$ cat config.mk
export PLATFORM = sky130hd
export DESIGN_NAME = dec_entry_round
export DESIGN_NICKNAME = d
export VERILOG_FILES = /design/src/rtl/dec_entry_round.sv
export SDC_FILE = /design/constraint.sdc
export NUM_CORES = 1
export LEC_CHECK = 0
export CORE_ASPECT_RATIO = 0.5
export CORE_MARGIN = 10
export CORE_UTILIZATION = 49
export CTS_CLUSTER_SIZE = 10
export DETAILED_ROUTE_END_ITERATION = 10
export GPL_TIMING_DRIVEN = 0
export PLACE_DENSITY = 0.76
export REMOVE_ABC_BUFFERS = 1
export SLEW_MARGIN = 20
export SYNTH_ARGS = -nofsm -noshare
export SYNTH_HDL_FRONTEND = slang
export SYNTH_SLANG_ARGS = --single-unit
$ cat constraint.sdc
create_clock -name i_clk -period 4.1 [get_ports i_clk]
set_input_delay 0.82 -clock i_clk [delete_from_list [all_inputs] [get_ports i_clk]]
set_output_delay 0.82 -clock i_clk [all_outputs]
set_load 0.02 [all_outputs]
$ cat src/rtl/dec_entry_round.sv
// dec_entry_round: decimal-entry round with LFSR target and double-dabble BCD.
// Define DIGIT_HINT_EN to build the per-digit hint comparators.
module dec_entry_round #(
    parameter logic [15:0] SEED      = 16'hACE1,
    parameter int          MAX_VALUE = 9999
) (
    input  logic        i_clk,
    input  logic        i_reset,
    input  logic        i_new_round,
    input  logic        i_next,
    input  logic        i_check,
    input  logic [9:0]  i_switches,
    input  logic        i_target_ld,
    input  logic [13:0] i_target_in,
    output logic [13:0] o_target,
    output logic        o_target_valid,
    output logic [3:0]  o_d3,
    output logic [3:0]  o_d2,
    output logic [3:0]  o_d1,
    output logic [3:0]  o_d0,
    output logic        o_busy,
    output logic        o_done,
    output logic        o_correct,
    output logic [3:0]  o_hint
);

    typedef enum logic [2:0] {
        S_IDLE    = 3'd0,
        S_GEN     = 3'd1,
        S_CONV    = 3'd2,
        S_ENTER   = 3'd3,
        S_COMPARE = 3'd4,
        S_RESULT  = 3'd5
    } state_t;

    localparam logic [13:0] MAXV = 14'(MAX_VALUE);

    state_t      r_state;
    state_t      w_state_nxt;
    logic [15:0] r_lfsr;
    logic        r_nr_q;
    logic        r_next_q;
    logic        r_chk_q;
    logic [13:0] r_target;
    logic [29:0] r_dd;
    logic [3:0]  r_cnt;
    logic [15:0] r_bcd;
    logic [3:0]  r_d3;
    logic [3:0]  r_d2;
    logic [3:0]  r_d1;
    logic [3:0]  r_d0;
    logic        r_correct;

    logic        w_nr_ev;
    logic        w_next_ev;
    logic        w_chk_ev;
    logic        w_gen_hit;
    logic        w_conv_last;
    logic        w_load_conv;
    logic        w_clr_digits;
    logic        w_shift;
    logic        w_onehot;
    logic [3:0]  w_digit;
    logic [13:0] w_ld_val;
    logic [13:0] w_conv_src;
    logic [29:0] w_dd_adj;
    logic [29:0] w_dd_step;

    assign w_nr_ev     = i_new_round & ~r_nr_q;
    assign w_next_ev   = i_next & ~r_next_q;
    assign w_chk_ev    = i_check & ~r_chk_q;
    assign w_gen_hit   = (r_lfsr[13:0] <= MAXV);
    assign w_conv_last = (r_cnt == 4'd13);
    assign w_ld_val    = (i_target_in > MAXV) ? MAXV : i_target_in;
    assign w_conv_src  = (r_state == S_GEN) ? r_lfsr[13:0] : w_ld_val;
    assign w_onehot    = $onehot(i_switches);
    assign w_load_conv = (w_state_nxt == S_CONV) && (r_state != S_CONV);
    assign w_clr_digits = ((r_state == S_CONV) && w_conv_last) ||
                          ((r_state == S_ENTER) && w_nr_ev);
    assign w_shift     = (r_state == S_ENTER) && w_next_ev &&
                         !w_chk_ev && !w_nr_ev && w_onehot;

    always_comb begin
        w_digit = 4'd0;
        for (int k = 0; k < 10; k++) begin
            if (i_switches[k]) w_digit = 4'(k);
        end
    end

    // Double-dabble step: add 3 to each BCD nibble >= 5, then shift left.
    always_comb begin
        w_dd_adj = r_dd;
        for (int k = 0; k < 4; k++) begin
            if (r_dd[14+4*k +: 4] >= 4'd5)
                w_dd_adj[14+4*k +: 4] = r_dd[14+4*k +: 4] + 4'd3;
        end
        w_dd_step = w_dd_adj << 1;
    end

    always_ff @(posedge i_clk) begin
        if (i_reset) r_state <= S_IDLE;
        else         r_state <= w_state_nxt;
    end

    always_comb begin
        w_state_nxt = r_state;
        unique case (r_state)
            S_IDLE: begin
                if (i_target_ld)  w_state_nxt = S_CONV;
                else if (w_nr_ev) w_state_nxt = S_GEN;
            end
            S_GEN:     if (w_gen_hit) w_state_nxt = S_CONV;
            S_CONV:    if (w_conv_last) w_state_nxt = S_ENTER;
            S_ENTER: begin
                if (w_nr_ev)       w_state_nxt = S_GEN;
                else if (w_chk_ev) w_state_nxt = S_COMPARE;
            end
            S_COMPARE: w_state_nxt = S_RESULT;
            S_RESULT: begin
                if (i_target_ld)  w_state_nxt = S_CONV;
                else if (w_nr_ev) w_state_nxt = S_GEN;
            end
            default:   w_state_nxt = S_IDLE;
        endcase
    end

    always_comb begin
        o_busy         = (r_state == S_GEN) || (r_state == S_CONV);
        o_done         = (r_state == S_RESULT);
        o_target_valid = (r_state == S_ENTER) || (r_state == S_COMPARE) ||
                         (r_state == S_RESULT);
        o_hint         = 4'b0000;
`ifdef DIGIT_HINT_EN
        if (r_state == S_ENTER)
            o_hint = {r_d3 == r_bcd[15:12], r_d2 == r_bcd[11:8],
                      r_d1 == r_bcd[7:4],   r_d0 == r_bcd[3:0]};
`endif
    end

    always_ff @(posedge i_clk) begin
        if (i_reset) begin
            r_lfsr    <= SEED;
            r_nr_q    <= 1'b0;
            r_next_q  <= 1'b0;
            r_chk_q   <= 1'b0;
            r_target  <= '0;
            r_dd      <= '0;
            r_cnt     <= '0;
            r_bcd     <= '0;
            r_d3      <= '0;
            r_d2      <= '0;
            r_d1      <= '0;
            r_d0      <= '0;
            r_correct <= 1'b0;
        end else begin
            // Free-running so the player's timing seeds the target.
            r_lfsr   <= {r_lfsr[14:0],
                         r_lfsr[15] ^ r_lfsr[13] ^ r_lfsr[12] ^ r_lfsr[10]};
            r_nr_q   <= i_new_round;
            r_next_q <= i_next;
            r_chk_q  <= i_check;
            if (w_load_conv) begin
                r_target <= w_conv_src;
                r_dd     <= {16'd0, w_conv_src};
                r_cnt    <= '0;
            end else if (r_state == S_CONV) begin
                r_dd  <= w_dd_step;
                r_cnt <= r_cnt + 4'd1;
                if (w_conv_last) r_bcd <= w_dd_step[29:14];
            end
            if (w_clr_digits) begin
                r_d3 <= '0;
                r_d2 <= '0;
                r_d1 <= '0;
                r_d0 <= '0;
            end else if (w_shift) begin
                r_d3 <= r_d2;
                r_d2 <= r_d1;
                r_d1 <= r_d0;
                r_d0 <= w_digit;
            end
            if (r_state == S_COMPARE)
                r_correct <= ({r_d3, r_d2, r_d1, r_d0} == r_bcd);
            else if ((r_state == S_RESULT) && (w_state_nxt != S_RESULT))
                r_correct <= 1'b0;
        end
    end

    assign o_target  = r_target;
    assign o_d3      = r_d3;
    assign o_d2      = r_d2;
    assign o_d1      = r_d1;
    assign o_d0      = r_d0;
    assign o_correct = r_correct;

endmodule

; Word-level counts from Yosys, hierarchy flattened
; Cells that the tools add are included.
[totals]
regBits = 103
in_bits = 30
output_inout_bits = 38
[classes]
n_addsub = 14
order_cmp = 6
n_eq_ne = 11
muxes = 26
n_bitwise = 10
reduce_logical = 21
[ops]
columns = op, n
row1 = 14-bit 2-to-1 mux, 4
row2 = 4-bit 2-to-1 mux, 10
row3 = 3-bit 2-to-1 mux, 7
row4 = 16-bit == test, 1
row5 = "4-bit by 3-bit >= comparator with 1-bit output, second input constant", 4
row6 = 3-bit case mux with 5 select lines, 1
row7 = "14-bit greater-than comparator, second input constant", 1
row8 = "14-bit <= comparator, second input constant", 1
row9 = "4-bit by 2-bit adder with 4-bit output, second input constant", 3
row10 = 1-bit by 1-bit adder with 2-bit output, 5
row11 = "3-bit by 2-bit == test with 1-bit output, second input constant", 3
row12 = 1-bit logical AND, 8
row13 = 2-bit by 2-bit adder with 3-bit output, 2
row14 = "3-bit == test, second input constant", 2
row15 = 2-bit OR reduction, 3
row16 = 3-bit by 3-bit adder with 4-bit output, 1
row17 = "4-bit by 1-bit adder with 4-bit output, second input constant", 1
row18 = 4-bit by 2-bit adder with 4-bit output, 1
row19 = "4-bit by 1-bit == test with 1-bit output, second input constant", 1
row20 = "4-bit == test, second input constant", 1
row21 = 1-bit logical OR, 4
row22 = 1-bit inverter, 4
row23 = 2-bit nonzero test, 2
row24 = "3-bit by 2-bit adder with 3-bit output, second input constant", 1
row25 = other kinds (10), 17

; Logic depth before layout (Yosys ltp)
[logic_depth]
word_depth = 9
depth_mapped = 15

; Least setup slack after synthesis
; Ideal clock, no wire load.
[synth_path]
path_kind = input to register
start = in i_switches[0]
end = reg r_d2[2] (netlist: o_d2[2])
setup_ns = 0.117
arrival_ns = 4.183
t_required_ns = 3.983
path_slack_ns = -0.200
path_stages = 15
cell_sequence = fa_1 -> fa_1 -> inv_1 -> fa_1 -> inv_1 -> ha_1 -> inv_1 -> fa_1 -> a2111oi_0 -> a21oi_1 -> nor4_1 -> buf_4 -> buf_4 -> mux2i_1 -> nor2_1
[synth_between]
elab_chain_len = 6
[synth_lines]
columns = item, line_no
row1 = start: declaration, 12  ; input logic [9:0] i_switches,
row2 = 1-bit by 1-bit adder with 2-bit output (implied by the code), 76  ; assign w_onehot = $onehot(i_switches);
row3 = 2-bit by 2-bit adder with 3-bit output (implied by the code), 76
row4 = 3-bit by 3-bit adder with 4-bit output (implied by the code), 76
row5 = 4-bit by 2-bit adder with 4-bit output (implied by the code), 76
row6 = 4-bit by 1-bit == test with 1-bit output, 76
row7 = 1-bit logical AND, 81  ; !w_chk_ev && !w_nr_ev && w_onehot;
row8 = end signal: assignment, 178  ; r_d2 <= r_d1;
row9 = end: declaration, 49  ; logic [3:0] r_d2;
; Every way passes these cells.
; A chain may end at the register's enable or synchronous reset.

; Final worst setup path
[layout_path]
start = in i_switches[3]
end = reg r_d1[0] (netlist: o_d1[0])
[layout_between]
elab_chain_len = 6
[layout_lines]
columns = item, line_no
row1 = 1-bit by 1-bit adder with 2-bit output (implied by the code), 76
row2 = 2-bit by 2-bit adder with 3-bit output (implied by the code), 76
row3 = 3-bit by 3-bit adder with 4-bit output (implied by the code), 76
row4 = 4-bit by 2-bit adder with 4-bit output (implied by the code), 76
row5 = 4-bit by 1-bit == test with 1-bit output, 76
row6 = 1-bit logical AND, 81
row7 = end signal: assignment, 179  ; r_d1 <= r_d0;
row8 = end: declaration, 50  ; logic [3:0] r_d1;
; Every way passes these cells.

==> run summary <==
Std-Cell Core Area: 0.00948 mm2
area of the multi-input gates: 0.00255 mm2
Top delay family on crit path: adder cells
netlist area before placement: 0.00477 mm2
count of port buffers added during placement: 63
clock latency at the later pin of the worst-skew pair: 0.35 ns
# nets final: 626
final worst clock skew: 0.0104 ns
Arr. time, crit path: 4.31 ns
Buf/Inv on CP: 7
starting density of the core: 50.4%
number of top-level pins: 68
Levels on crit path: 16
fraction of layout cells with a size suffix above 1: 11.7%
R2R Path Start: r_state[0]
CP required: 4.31 ns
post-layout total power: 2.44 mW
dominant cells by area after synthesis: sky130_fd_sc_hd__dfxtp_1, sky130_fd_sc_hd__mux2i_1, sky130_fd_sc_hd__xnor2_1
pre-CTS setup slack: -1.23 ns
Avg Cell Area, Syn: 9.29 um2
combined flip-flop and latch cell area: 0.00206 mm2
detailed-route wire length: 11.0 mm
crit path to: o_d1[0]
WL/cell: 15.3 um
number of cell instances on the worst register-to-register path: 6
transition at the pin with the smallest max-transition slack: 0.832 ns
result of the run: complete, but fails checks
cell chain of the critical path: buf_8 -> fa_1 -> fa_1 -> inv_1 -> fa_1 -> inv_2 -> ha_4 -> inv_2 -> fa_2 -> nand4b_1 -> nor4_4 -> buf_4 -> buf_6 -> buf_4 -> mux2i_2 -> nor2_1
maximum clock frequency: 244 MHz
total of max-cap violations: 0
sequential fraction of the synthesis area: 43.2%
antenna violation net count after detailed routing: 0
number of enable-type register cells in the synthesized netlist: 0
via count of the first global-routing pass: 3811
origin of the worst setup path: i_switches[3]
clock network power share: 35.3%
maximum count of clock buffers along a single path: 2
switching share of power: 27.3%
cell type with the largest total area after synthesis: sky130_fd_sc_hd__dfxtp_1
post-synthesis cell count: 514
power density over cell area: 410 mW/mm2
vias: 3789
global placer's final weighted congestion: 0.818
Util after Layout: 62.8%
die span in y: 89.8 um
number of antenna violations at the first check in global routing: 0
Num Clock Sinks: 103
cell leakage power: 2.24 nW
Critical Path Max Stage Delay: 0.52 ns
number of buffers inserted during clock tree synthesis: 9
fraction of registers with async set/reset: 0%
fin worst setup slack: -0.00455 ns
HPWL Detailed: 8.03 mm
most numerous cell types in the synthesized netlist: sky130_fd_sc_hd__dfxtp_1, sky130_fd_sc_hd__nor2_1, sky130_fd_sc_hd__a21oi_1, sky130_fd_sc_hd__nand2_1, sky130_fd_sc_hd__o21ai_0
drt initial violations: 157
clock transition time at the flip-flop clock pins of the worst setup and hold paths: 0.07 ns
Unique masters post-synth: 56
average via count per standard cell: 5.28
path category of the worst min-delay check: register to register
warnings from Yosys: 0
Slew Viols, Final: 0
leftover overflow at the end of global routing: 0
endpoint kind of the worst setup timing path: register
maximum number of pins on one net before global-route repair: 31
library cell with the highest instance count after synthesis: sky130_fd_sc_hd__dfxtp_1
cell internal pwr: 1.77 mW
Top FF cell, synth: sky130_fd_sc_hd__dfxtp_1
row count: 25
max_slew headroom: 44.3%
Die W: 160 um
number of remaining DRC errors: 0
Total GRT Usage: 15.4%
Final Critical Period: 4.10 ns
total net switching power: 0.666 mW
antenna diode count: 0
final count of negative-setup-slack endpoints: 1
synth-to-layout area growth: 24.6%
register-to-register path setup slack: 1.45 ns
critical-path maximum fanout: 4
Slowest cell on crit path: sky130_fd_sc_hd__fa_1
H-tree depth: 3
share of total power in sequential cells: 45.4%
Worst path most repeated cell: sky130_fd_sc_hd__fa_1
area fraction of the dominant cell type after synthesis: 43.2%
final cycle utilization of the critical path: 100%
floorplan die area: 0.0143 mm2
CP Launch Type: input port
violated checks: setup timing
global-route wire length before repair: 18.6 mm
clock tree from TritonCTS: yes
# fillers: 800
power share of the combinational group: 19.3%
CTS Root Buffer Type: sky130_fd_sc_hd__clkbuf_16
Worst IR Drop VDD: 0.232 mV
detailed-routing iteration count for the pre-antenna-repair pass: 4
setup repair after global routing missed its margin: yes
flop and latch count out of synthesis: 103
Crit Path Class: input port to register
worst reg2reg endpoint: r_dd[26]
hold violation count in the final report: 0
through the flow:
step	instances	area, um2	TNS (ns)	hold WS (ns)
global placement	687	5430	-54.68	0.391
global route	717	5950	-1.97	0.449
detailed placement	694	5520	-15.75	0.417
CTS	714	5910	-0.395	0.425
floorplan	489	4630	-30.49	0.389
finish	717	5950	-0.00455	0.427
flip-flops by register name, summed over array words and instances, names as in the netlist, 3 cells and up:
register  flops
o_d0          4
o_d1          4
o_d2          4
o_d3          4
o_target     14
r_bcd        16
r_cnt         4
r_dd         30
r_lfsr       16
r_state       3
power groups by stage:
stage	sequential (mW)	clock, mW	combinational [mW]
final	1.11	0.859	0.471
after global routing	1.12	0.916	0.522
after CTS	1.11	0.873	0.472
after detailed placement	1.13	0	0.426
after global placement	1.13	0	0.402
after floorplan	1.15	0	0.235
area by class of cell:
type / count / area share (%)
Clock buffer: 10 / 4.02
Clock inverter: 5 / 0.968
Inverter: 24 / 1.51
Multi-Input combinational cell: 362 / 42.8
Sequential cell: 103 / 34.7
Tap cell: 135 / 2.84
Timing Repair Buffer: 78 / 13.2
layout by cell type, fill, tap and decap left out, types with 7 or more instances in the layout:
cell	n
sky130_fd_sc_hd__nor2b_1	16
sky130_fd_sc_hd__clkbuf_16	9
sky130_fd_sc_hd__inv_1	22
sky130_fd_sc_hd__a22o_1	16
sky130_fd_sc_hd__xnor2_1	22
sky130_fd_sc_hd__o21ai_0	27
sky130_fd_sc_hd__nor2_1	48
sky130_fd_sc_hd__nor3b_1	8
sky130_fd_sc_hd__dfxtp_1	103
sky130_fd_sc_hd__clkdlybuf4s50_1	56
sky130_fd_sc_hd__ha_1	11
sky130_fd_sc_hd__mux2i_1	20
sky130_fd_sc_hd__nand2b_1	13
sky130_fd_sc_hd__nand2_1	35
sky130_fd_sc_hd__a21oi_1	37
sky130_fd_sc_hd__or2_2	7
sky130_fd_sc_hd__nand4_1	8
sky130_fd_sc_hd__buf_4	8
logic make-up after synthesis:
family	share of synthesized area (%)
buffers and inverters	5.09
AOI/OAI and AO/OA	18.8
xor gates and xnor gates	4.77
muxes	4.61
DFF	43.2
adders and majority gates	5.66
and+or+nand+nor	17.8
other	0.0786
worst min-delay path by stage:
stage,start,end,slack (ns),cells past startpoint
detailed placement,r_lfsr[14],r_lfsr[15],0.42,1
global placement,r_lfsr[14],r_lfsr[15],0.39,1
finish,r_lfsr[14],r_lfsr[15],0.43,1
floorplan,r_lfsr[14],r_lfsr[15],0.39,1
global route,r_lfsr[14],r_lfsr[15],0.45,1
CTS,r_lfsr[14],r_lfsr[15],0.43,1
layer usage:
metal | part of all wire [%] | track usage, %
met1 | 47 | 18.6
met4 | 0.75 | 3.68
met5 | 0 | 0
met3 | 6.0 | 5.78
met2 | 46 | 25.4
what timing repair did:
item,CTS,global route
setup endpoints to repair,16,15
gates resized for setup,42,8
buffers inserted,5,3
pin swaps,7,7
gates cloned,0,0
hold buffers,0,0
Note: power is estimated with default switching activity, not from simulation.
